===== config.mk =====
export PLATFORM = sky130hd
export DESIGN_NAME = alu_uart_ctrl
export DESIGN_NICKNAME = d
export VERILOG_FILES = /design/src/rtl/alu_pkg.sv /design/src/rtl/frame_watchdog.sv /design/src/rtl/alu_uart_ctrl.sv
export SDC_FILE = /design/constraint.sdc
export NUM_CORES = 1
export LEC_CHECK = 0
export ABC_CLOCK_PERIOD_IN_PS = 2160
export CAP_MARGIN = 20
export CORE_AREA = 2 2 74 76
export CTS_BUF_LIST = sky130_fd_sc_hd__clkbuf_8
export DETAILED_ROUTE_END_ITERATION = 10
export DIE_AREA = 0 0 76 78
export PLACE_DENSITY = 0.75
export REMOVE_ABC_BUFFERS = 1
export SLEW_MARGIN = 0
export SYNTH_ARGS = -nofsm -noshare
export SYNTH_HDL_FRONTEND = slang
export SYNTH_SLANG_ARGS = --single-unit

===== constraint.sdc =====
create_clock -name i_clk -period 2.16 [get_ports i_clk]
set_clock_uncertainty 0.2 [all_clocks]
set_input_delay 0.216 -clock i_clk [delete_from_list [all_inputs] [get_ports i_clk]]
set_output_delay 0.216 -clock i_clk [all_outputs]
set_load 0.1 [all_outputs]

===== src/rtl/alu_pkg.sv =====
// Shared definitions for the UART-fronted ALU: opcode values and the
// sequencer state encoding.
package alu_pkg;

    localparam logic [5:0] OP_ADD = 6'b100000;
    localparam logic [5:0] OP_SUB = 6'b100010;
    localparam logic [5:0] OP_AND = 6'b100100;
    localparam logic [5:0] OP_OR  = 6'b100101;
    localparam logic [5:0] OP_XOR = 6'b100110;
    localparam logic [5:0] OP_SRA = 6'b000011;
    localparam logic [5:0] OP_SRL = 6'b000010;
    localparam logic [5:0] OP_NOR = 6'b100111;

    typedef enum logic [2:0] {
        ST_GET_A,
        ST_GET_B,
        ST_GET_OP,
        ST_EXEC,
        ST_SEND_RES,
        ST_WAIT_RES,
        ST_SEND_CY,
        ST_WAIT_CY
    } ctrl_state_t;

    // Busy covers everything from the captured opcode until the last byte is done.
    function automatic logic state_is_busy(input ctrl_state_t s);
        return (s == ST_EXEC) || (s == ST_SEND_RES) || (s == ST_WAIT_RES) ||
               (s == ST_SEND_CY) || (s == ST_WAIT_CY);
    endfunction

endpackage


===== src/rtl/frame_watchdog.sv =====
// Inter-byte watchdog: counts enabled cycles and flags the cycle in which
// the count sits at TIMEOUT-1.
module frame_watchdog #(
    parameter int TIMEOUT = 100000
) (
    input  logic i_clk,
    input  logic i_reset,
    input  logic i_clear,
    input  logic i_enable,
    output logic o_expire
);

    localparam int CW = (TIMEOUT > 2) ? $clog2(TIMEOUT) : 1;
    localparam logic [CW-1:0] LAST = CW'(TIMEOUT - 1);

    logic [CW-1:0] r_count;

    always_ff @(posedge i_clk) begin
        if (!i_reset || i_clear) begin
            r_count <= '0;
        end else if (i_enable && (r_count != LAST)) begin
            r_count <= r_count + 1'b1;
        end
    end

    assign o_expire = i_enable && !i_clear && (r_count == LAST);

endmodule


===== src/rtl/alu_uart_ctrl.sv =====
// Sequencer between the UART rx/tx pair and a combinational ALU: gathers
// A, B and opcode bytes, then returns the result (and optionally carry).
module alu_uart_ctrl
    import alu_pkg::*;
#(
    parameter int MAXTAM     = 8,
    parameter int SEND_CARRY = 1,
    parameter int TIMEOUT    = 100000
) (
    input  logic              i_clk,
    input  logic              i_reset,
    input  logic [MAXTAM-1:0] i_rx_data,
    input  logic              i_rx_done,
    input  logic [MAXTAM-1:0] i_alu_result,
    input  logic              i_alu_carry,
    input  logic              i_tx_done,
    output logic [MAXTAM-1:0] o_data_a,
    output logic [MAXTAM-1:0] o_data_b,
    output logic [MAXTAM-3:0] o_op,
    output logic [MAXTAM-1:0] o_tx_data,
    output logic              o_tx_start,
    output logic              o_busy,
    output logic              o_timeout,
    output logic              o_drop
);

    ctrl_state_t       r_state;
    logic [MAXTAM-1:0] r_data_a;
    logic [MAXTAM-1:0] r_data_b;
    logic [MAXTAM-3:0] r_op;
    logic [MAXTAM-1:0] r_tx_data;
    logic              r_tx_start;
    logic              r_timeout;
    logic              r_carry;

    logic w_busy;
    logic w_wd_en;
    logic w_wd_clear;
    logic w_expire;

    assign w_busy     = state_is_busy(r_state);
    assign w_wd_en    = (r_state == ST_GET_B) || (r_state == ST_GET_OP);
    // Holding the counter clear outside the collect states gives the clear-on-entry.
    assign w_wd_clear = i_rx_done || !w_wd_en;

    frame_watchdog #(.TIMEOUT(TIMEOUT)) u_watchdog (
        .i_clk    (i_clk),
        .i_reset  (i_reset),
        .i_clear  (w_wd_clear),
        .i_enable (w_wd_en),
        .o_expire (w_expire)
    );

    always_ff @(posedge i_clk) begin
        if (!i_reset) begin
            r_state    <= ST_GET_A;
            r_data_a   <= '0;
            r_data_b   <= '0;
            r_op       <= '0;
            r_tx_data  <= '0;
            r_tx_start <= 1'b0;
            r_timeout  <= 1'b0;
            r_carry    <= 1'b0;
        end else begin
            r_tx_start <= 1'b0;
            r_timeout  <= 1'b0;
            case (r_state)
                ST_GET_A: if (i_rx_done) begin
                    r_data_a <= i_rx_data;
                    r_state  <= ST_GET_B;
                end
                ST_GET_B: if (i_rx_done) begin
                    r_data_b <= i_rx_data;
                    r_state  <= ST_GET_OP;
                end else if (w_expire) begin
                    r_timeout <= 1'b1;
                    r_state   <= ST_GET_A;
                end
                ST_GET_OP: if (i_rx_done) begin
                    r_op    <= i_rx_data[MAXTAM-3:0];
                    r_state <= ST_EXEC;
                end else if (w_expire) begin
                    r_timeout <= 1'b1;
                    r_state   <= ST_GET_A;
                end
                // Start is raised on the way into SEND_* so it is high during that state.
                ST_EXEC: begin
                    r_tx_data  <= i_alu_result;
                    r_carry    <= i_alu_carry;
                    r_tx_start <= 1'b1;
                    r_state    <= ST_SEND_RES;
                end
                ST_SEND_RES: r_state <= ST_WAIT_RES;
                ST_WAIT_RES: if (i_tx_done) begin
                    if (SEND_CARRY != 0) begin
                        r_tx_data  <= {{(MAXTAM-1){1'b0}}, r_carry};
                        r_tx_start <= 1'b1;
                        r_state    <= ST_SEND_CY;
                    end else begin
                        r_state <= ST_GET_A;
                    end
                end
                ST_SEND_CY: r_state <= ST_WAIT_CY;
                ST_WAIT_CY: if (i_tx_done) r_state <= ST_GET_A;
                default: r_state <= ST_GET_A;
            endcase
        end
    end

    assign o_data_a   = r_data_a;
    assign o_data_b   = r_data_b;
    assign o_op       = r_op;
    assign o_tx_data  = r_tx_data;
    assign o_tx_start = r_tx_start;
    assign o_timeout  = r_timeout;
    assign o_busy     = w_busy;
    assign o_drop     = i_rx_done && w_busy;

endmodule


* Word-level counts from Yosys, hierarchy flattened
Index checks and enable logic that the tools add are counted.
Storage, ports and cells: flip-flop bits (word level) 53, bits in latches 0, bits in writable memories 0, ROM bits 0, word-level logic and storage cells 59, memories 0
Operators by class: $add $sub $neg 1, multiply operators 0, div/mod/pow operators 0, order comparisons 0, equality and inequality tests 12, shifts and indexed selects 0, multiplexer cells 12, bitwise operators 2, reduce and logical (&&, ||, !) cells 23
Operators by type and width (number):
- $pmux 3 s8 | 1
- $mux 3 | 6
- $add 17x1->17 const B | 1
- $eq 17x17->1 const B | 1
- $ne 17x17->1 const B | 1
- $pmux 8 s2 | 1
- $eq 3x3->1 const B | 4
- $mux 8 | 1
- $reduce_and 2->1 | 4
- $logic_or 1x1->1 | 7
- $eq 3x2->1 const B | 2
- $ne 2x2->1 const B | 3
- $logic_and 1x1->1 | 4
- $eq 3x1->1 const B | 1
- $logic_not 1->1 | 3
- $logic_not 3->1 | 1
- $reduce_and 3->1 | 1
- $reduce_or 3->1 | 1
- $mux 1 | 2
- $not 1->1 | 2
- $pmux 1 s2 | 1
- $reduce_bool 2->1 | 1
- $reduce_or 2->1 | 1

* Logic depth before layout (Yosys ltp)
word-level depth 10, gate-level depth with buffers 6, mapped depth without buffers 5

* Cells and area by module
A second synthesis with hierarchy kept.
Unflattened totals: cell total of the unflattened synthesis 245, area, all modules 2304.7 µm²
By module, submodules not included:
- alu_uart_ctrl | times used 1, cells each 141, area an instance 1385.1 µm²
- frame_watchdog | times used 1, cells each 104, area an instance 919.6 µm²

* Least setup slack after synthesis
Ideal clock, no wire load.
path kind register to output, from register r_state[0], to output port o_drop, data arrival time 2.361 ns, data required time 1.744 ns, path slack -0.617 ns, cell stages (with the launch flop) 5, path buffers 1, cell sequence dfxtp_1 > clkbuf_1 > nand2_1 > nand2b_1 > and2_1
On the way: word-level cells in the longest chain between the ends 6, elaborated cells between the ends (all ways) 10, classes of those cells eq/ne: 5; reduce/logical: 5
Ends and longest elaborated chain:
- start: declaration | line alu_uart_ctrl.sv:27 | ctrl_state_t r_state;
- start signal: assignment | line alu_uart_ctrl.sv:56 | r_state <= ST_GET_A;
- start signal: assignment | line alu_uart_ctrl.sv:70 | r_state <= ST_GET_B;
- start signal: assignment | line alu_uart_ctrl.sv:74 | r_state <= ST_GET_OP;
- $eq 3x2->1 / $eq 3x3->1 (equally long branches) | line alu_pkg.sv:27 | return (s == ST_EXEC) || (s == ST_SEND_RES) || (s == ST_WAIT_RES) ||
- $logic_or 1x1->1 (3 in series) | line alu_pkg.sv:27
- $logic_or 1x1->1 (*) | line alu_pkg.sv:28 | (s == ST_SEND_CY) || (s == ST_WAIT_CY);
- net o_busy | line alu_uart_ctrl.sv:22 | output logic o_busy,
- $logic_and 1x1->1 (*) | line alu_uart_ctrl.sv:117 | assign o_drop = i_rx_done && w_busy;
- end: declaration | line alu_uart_ctrl.sv:24 | output logic o_drop
The timed path passes the listed nets; every way through them passes the cells marked *.

* Worst setup path after layout
from register u_watchdog.r_count[4], to register u_watchdog.r_count[13]
On the way: word-level cells in the longest chain between the ends 2, elaborated cells between the ends (all ways) 3, classes of those cells add/sub: 1; eq/ne: 1; reduce/logical: 1
Ends and longest elaborated chain:
- start: declaration | line frame_watchdog.sv:16 | logic [CW-1:0] r_count;
- start signal: assignment | line frame_watchdog.sv:22 | r_count <= r_count + 1'b1;
- parallel branches: the longest is 2 deep, another holds $add 17x1->17
Several ways; the timed one is not identified. A chain may end at the register's enable or synchronous reset.

==> impl_metrics.xml <==
<?xml version="1.0" encoding="UTF-8"?>
<metrics>
  <group name="placement">
    <metric name="placedCellCount" unit="">379</metric>
    <metric name="gp_congestion" unit="">0.793</metric>
    <metric name="dp_slack" unit="ns">0.0513</metric>
    <metric name="count_of_port_buffers_added_during_placement" unit="">54</metric>
    <metric name="detailedPlacementHpwl" unit="mm">3.59</metric>
  </group>
  <group name="clocking">
    <metric name="post_cts.repair.setup_buffers" unit="">0</metric>
    <metric name="tritoncts_clock_tree" unit="">yes</metric>
    <metric name="cts_root_buffer" unit="">sky130_fd_sc_hd__clkbuf_8</metric>
    <metric name="cts_made_buffers" unit="">5</metric>
    <metric name="post_cts.resized_instances" unit="">0</metric>
    <metric name="clockBufferDepth" unit="">2</metric>
    <metric name="numClockSinks" unit="">53</metric>
    <metric name="cts-htree-levels" unit="">2</metric>
    <metric name="clock_latency" unit="ns">0.30</metric>
    <metric name="cts-hold-fix-buffers" unit="">0</metric>
    <metric name="clkSlewWorstSetupHoldPaths" unit="ns">0.11</metric>
  </group>
  <group name="critical_path">
    <metric name="critPathKind" unit="">flip-flop to flip-flop</metric>
    <metric name="worst_setup_path_start_kind" unit="">flip-flop</metric>
    <metric name="worst-path-max-fanout" unit="">16</metric>
    <metric name="cp.buffers_inverters" unit="">1</metric>
    <metric name="cpLargestDelayFamily" unit="">simple AND/OR/NAND/NOR gates</metric>
    <metric name="critPathArrivalTime" unit="ns">2.00</metric>
    <metric name="critical_path.endpoint_type" unit="">flip-flop</metric>
    <metric name="required" unit="ns">2.21</metric>
    <metric name="timing.critical_path.cells" unit="">nand4_1, or2_0, buf_4, or4_1, a21oi_1</metric>
    <metric name="critical-path-max-stage-delay" unit="ns">0.50</metric>
    <metric name="critical-path-slowest-cell" unit="">sky130_fd_sc_hd__or4_1</metric>
  </group>
  <group name="worst_hold_path">
    <metric name="hp-class" unit="">flip-flop to flip-flop</metric>
  </group>
  <group name="flow_run">
    <metric name="maxcap_violations" unit="">0</metric>
  </group>
  <group name="synth">
    <metric name="leading_cell_types_by_total_area_after_synthesis" unit="">sky130_fd_sc_hd__dfxtp_1 47%, sky130_fd_sc_hd__mux2i_1 8.1%, sky130_fd_sc_hd__nor2_1 6.0%</metric>
    <metric name="yosysTopAreaCell" unit="">sky130_fd_sc_hd__dfxtp_1</metric>
    <metric name="synth.distinct_cells" unit="">46</metric>
    <metric name="synth-main-ff-cell" unit="">sky130_fd_sc_hd__dfxtp_1</metric>
    <metric name="ys_async_sr_fraction" unit="%">0</metric>
    <metric name="post_synth_most_frequent_cells" unit="">53 x sky130_fd_sc_hd__dfxtp_1, 36 x sky130_fd_sc_hd__nor2_1, 25 x sky130_fd_sc_hd__nand2_1</metric>
    <metric name="synthesized_instance_count" unit="">253</metric>
    <metric name="yosysMostFrequentCell" unit="">sky130_fd_sc_hd__dfxtp_1</metric>
    <metric name="synthesized_area" unit="um2">2230</metric>
    <metric name="synth.yosys.seq_area_share" unit="%">47.5</metric>
    <metric name="synthDominantCellAreaShare" unit="%">47.5</metric>
    <metric name="synth_enable_flop_cells" unit="">0</metric>
    <metric name="synthesis.yosys.warnings" unit="">0</metric>
    <metric name="syn-mean-instance-area" unit="um2">8.83</metric>
    <metric name="synth-seq-cells" unit="">53</metric>
  </group>
  <group name="route">
    <metric name="wl_per_cell" unit="um">13.0</metric>
    <metric name="num_vias" unit="">2051</metric>
    <metric name="route.antenna.remaining_nets" unit="">0</metric>
    <metric name="routed_via_density" unit="">5.30</metric>
    <metric name="drt_drc_violations_left" unit="">0</metric>
    <metric name="drt_wl_total" unit="mm">5.05</metric>
    <metric name="first_pass_iters" unit="">4</metric>
    <metric name="drtIter0Drc" unit="">97</metric>
  </group>
  <group name="die">
    <metric name="core" unit="um2">5040</metric>
    <metric name="fp.dieArea" unit="um2">5930</metric>
    <metric name="floorplan.io_pins" unit="">55</metric>
    <metric name="start_util" unit="%">44.3</metric>
    <metric name="die_w" unit="um">76</metric>
    <metric name="die_height" unit="um">78</metric>
    <metric name="rows" unit="">26</metric>
  </group>
  <group name="status">
    <metric name="status" unit="">finished clean</metric>
  </group>
  <group name="pwr">
    <metric name="power.internal" unit="uW">1380</metric>
    <metric name="comb_power_share" unit="%">21.2</metric>
    <metric name="power_per_cell_area" unit="nW/um2">696</metric>
    <metric name="net_switching_fraction_of_the_power" unit="%">32.9</metric>
    <metric name="p_leak" unit="uW">0.00112</metric>
    <metric name="p_clk_share" unit="%">29.2</metric>
    <metric name="vdd.ir_drop.worst" unit="uV">530</metric>
    <metric name="p_switching" unit="uW">679</metric>
    <metric name="seq_power_share" unit="%">49.6</metric>
  </group>
  <group name="sta">
    <metric name="report.final.hold_viol_count" unit="">0</metric>
    <metric name="final-setup-viol-count" unit="">0</metric>
    <metric name="timing_max_transition_violations_final" unit="">0</metric>
    <metric name="crit_path_time_final" unit="ns">1.95</metric>
    <metric name="fmax" unit="MHz">512</metric>
    <metric name="finalCritPeriodShare" unit="%">90.4</metric>
    <metric name="max_slew.worst_pin.slew" unit="ns">0.455</metric>
    <metric name="totalNegativeSetupSlack" unit="ns">0</metric>
    <metric name="worst_slack" unit="ns">0.208</metric>
    <metric name="unrepaired_setup_endpoints_after_global_routing" unit="">false</metric>
    <metric name="max_slew_margin" unit="%">69.5</metric>
  </group>
  <group name="global_routing">
    <metric name="overflow" unit="">0</metric>
    <metric name="grt_first_pass_wirelength" unit="mm">8.89</metric>
    <metric name="grt_use_total" unit="%">17.9</metric>
    <metric name="antenna_found_initial" unit="">0</metric>
    <metric name="grt_pass1_vias" unit="">2050</metric>
    <metric name="grt_max_degree" unit="">35</metric>
  </group>
  <group name="final_layout">
    <metric name="layout.core_utilization" unit="%">58.8</metric>
    <metric name="layout.nets" unit="">338</metric>
    <metric name="flow.area_growth_from_synthesis" unit="%">32.8</metric>
    <metric name="final_layout_size_suffix_gt1_share" unit="%">19.6</metric>
    <metric name="num_antenna_cells" unit="">0</metric>
    <metric name="final_instance_count_excl_fillers" unit="">387</metric>
  </group>
</metrics>
-- cells in the final DEF (no fill, tap or decap), types with 3 or more instances in the layout --
cell type                         Yosys  routed
sky130_fd_sc_hd__dfxtp_1             53      53
sky130_fd_sc_hd__buf_4                0      48
sky130_fd_sc_hd__nor2_1              36      36
sky130_fd_sc_hd__nand2_1             25      25
sky130_fd_sc_hd__clkdlybuf4s50_1      0      20
sky130_fd_sc_hd__mux2i_1             18      18
sky130_fd_sc_hd__a21oi_1             18      18
sky130_fd_sc_hd__nand4_1              8       8
sky130_fd_sc_hd__a22oi_1              7       7
sky130_fd_sc_hd__o31ai_1              7       7
sky130_fd_sc_hd__or4_1                7       7
sky130_fd_sc_hd__nor3_1               5       5
sky130_fd_sc_hd__inv_1                5       5
sky130_fd_sc_hd__nand3_1              5       5
sky130_fd_sc_hd__clkbuf_8             0       5
sky130_fd_sc_hd__or3_1                4       4
sky130_fd_sc_hd__xnor2_1              4       4
sky130_fd_sc_hd__nand2b_1             3       3
sky130_fd_sc_hd__and4_1               3       3
-- state kept, by name (all words and copies together) (netlist names) --
| register | flops |
|---|---|
| u_watchdog.r_count | 17 |
| r_state | 3 |
| o_timeout | 1 |
| o_tx_start | 1 |
| r_carry | 1 |
| o_tx_data | 8 |
| o_data_a | 8 |
| o_op | 6 |
| o_data_b | 8 |
-- routing by layer --
metal  vias to the layer above  share of wire (%)  track usage, %
met1                       970                 45            20.7
li1                       1026                  -               -
met2                        53                 48            31.3
met3                         2                7.0            6.51
met4                         0               0.28            4.91
met5                         -                  0               0
-- worst paths after layout --
kind	slack, ns	start	cells past startpoint	endpoint
worst max-delay path	0.21	u_watchdog.r_count[4]$_SDFFE_PP0P_	5	u_watchdog.r_count[13]$_SDFFE_PP0P_
worst min-delay path	0.27	o_data_a[7]$_SDFFE_PN0P_	2	o_data_a[7]$_SDFFE_PN0P_
worst max register to register	0.21	u_watchdog.r_count[4]$_SDFFE_PP0P_	5	u_watchdog.r_count[13]$_SDFFE_PP0P_
worst min register to register	0.27	o_data_a[7]$_SDFFE_PN0P_	2	o_data_a[7]$_SDFFE_PN0P_
-- kinds of logic after synthesis --
logic type	Yosys count	share of synthesized area, %
AOI/OAI and AO/OA	42	12.0
muxes	19	8.57
adders and majority gates	1	0.560
DFF	53	47.5
and+or+nand+nor	114	26.4
buffers and inverters	20	3.41
xor gates and xnor gates	4	1.57
-- metrics by stage --
stage	power, uW	cell area, um2	hold slack, ns
finish	2060	2970	0.267
global route	2150	2970	0.291
CTS	2100	2970	0.268
detailed placement	1490	2870	0.254
global placement	1480	2870	0.243
floorplan	1340	2180	0.152
-- tightest hold or removal path: stages (launching register included) --
cell	delay [ns]
sky130_fd_sc_hd__dfxtp_1	0.33
sky130_fd_sc_hd__nand2_1	0.05
sky130_fd_sc_hd__a21oi_1	0.05
-- final cells by class --
class	count	area, um2
inverters	6	22.5
fillers	445	2080
clock inverters	3	28.8
multi-input cells	180	1100
flip-flops and latches	53	1060
well taps	70	87.6
clock buffers	5	68.8
repair buffers	70	601
-- power groups by stage --
stage	logic [uW]	clock network [uW]	registers, uW
2_1_floorplan	116	0	1220
3_3_place_gp	435	0	1040
3_5_place_dp	439	0	1050
4_1_cts	440	631	1020
5_1_grt	464	657	1030
6_report	438	602	1020
(Power assumes the default switching activity.)
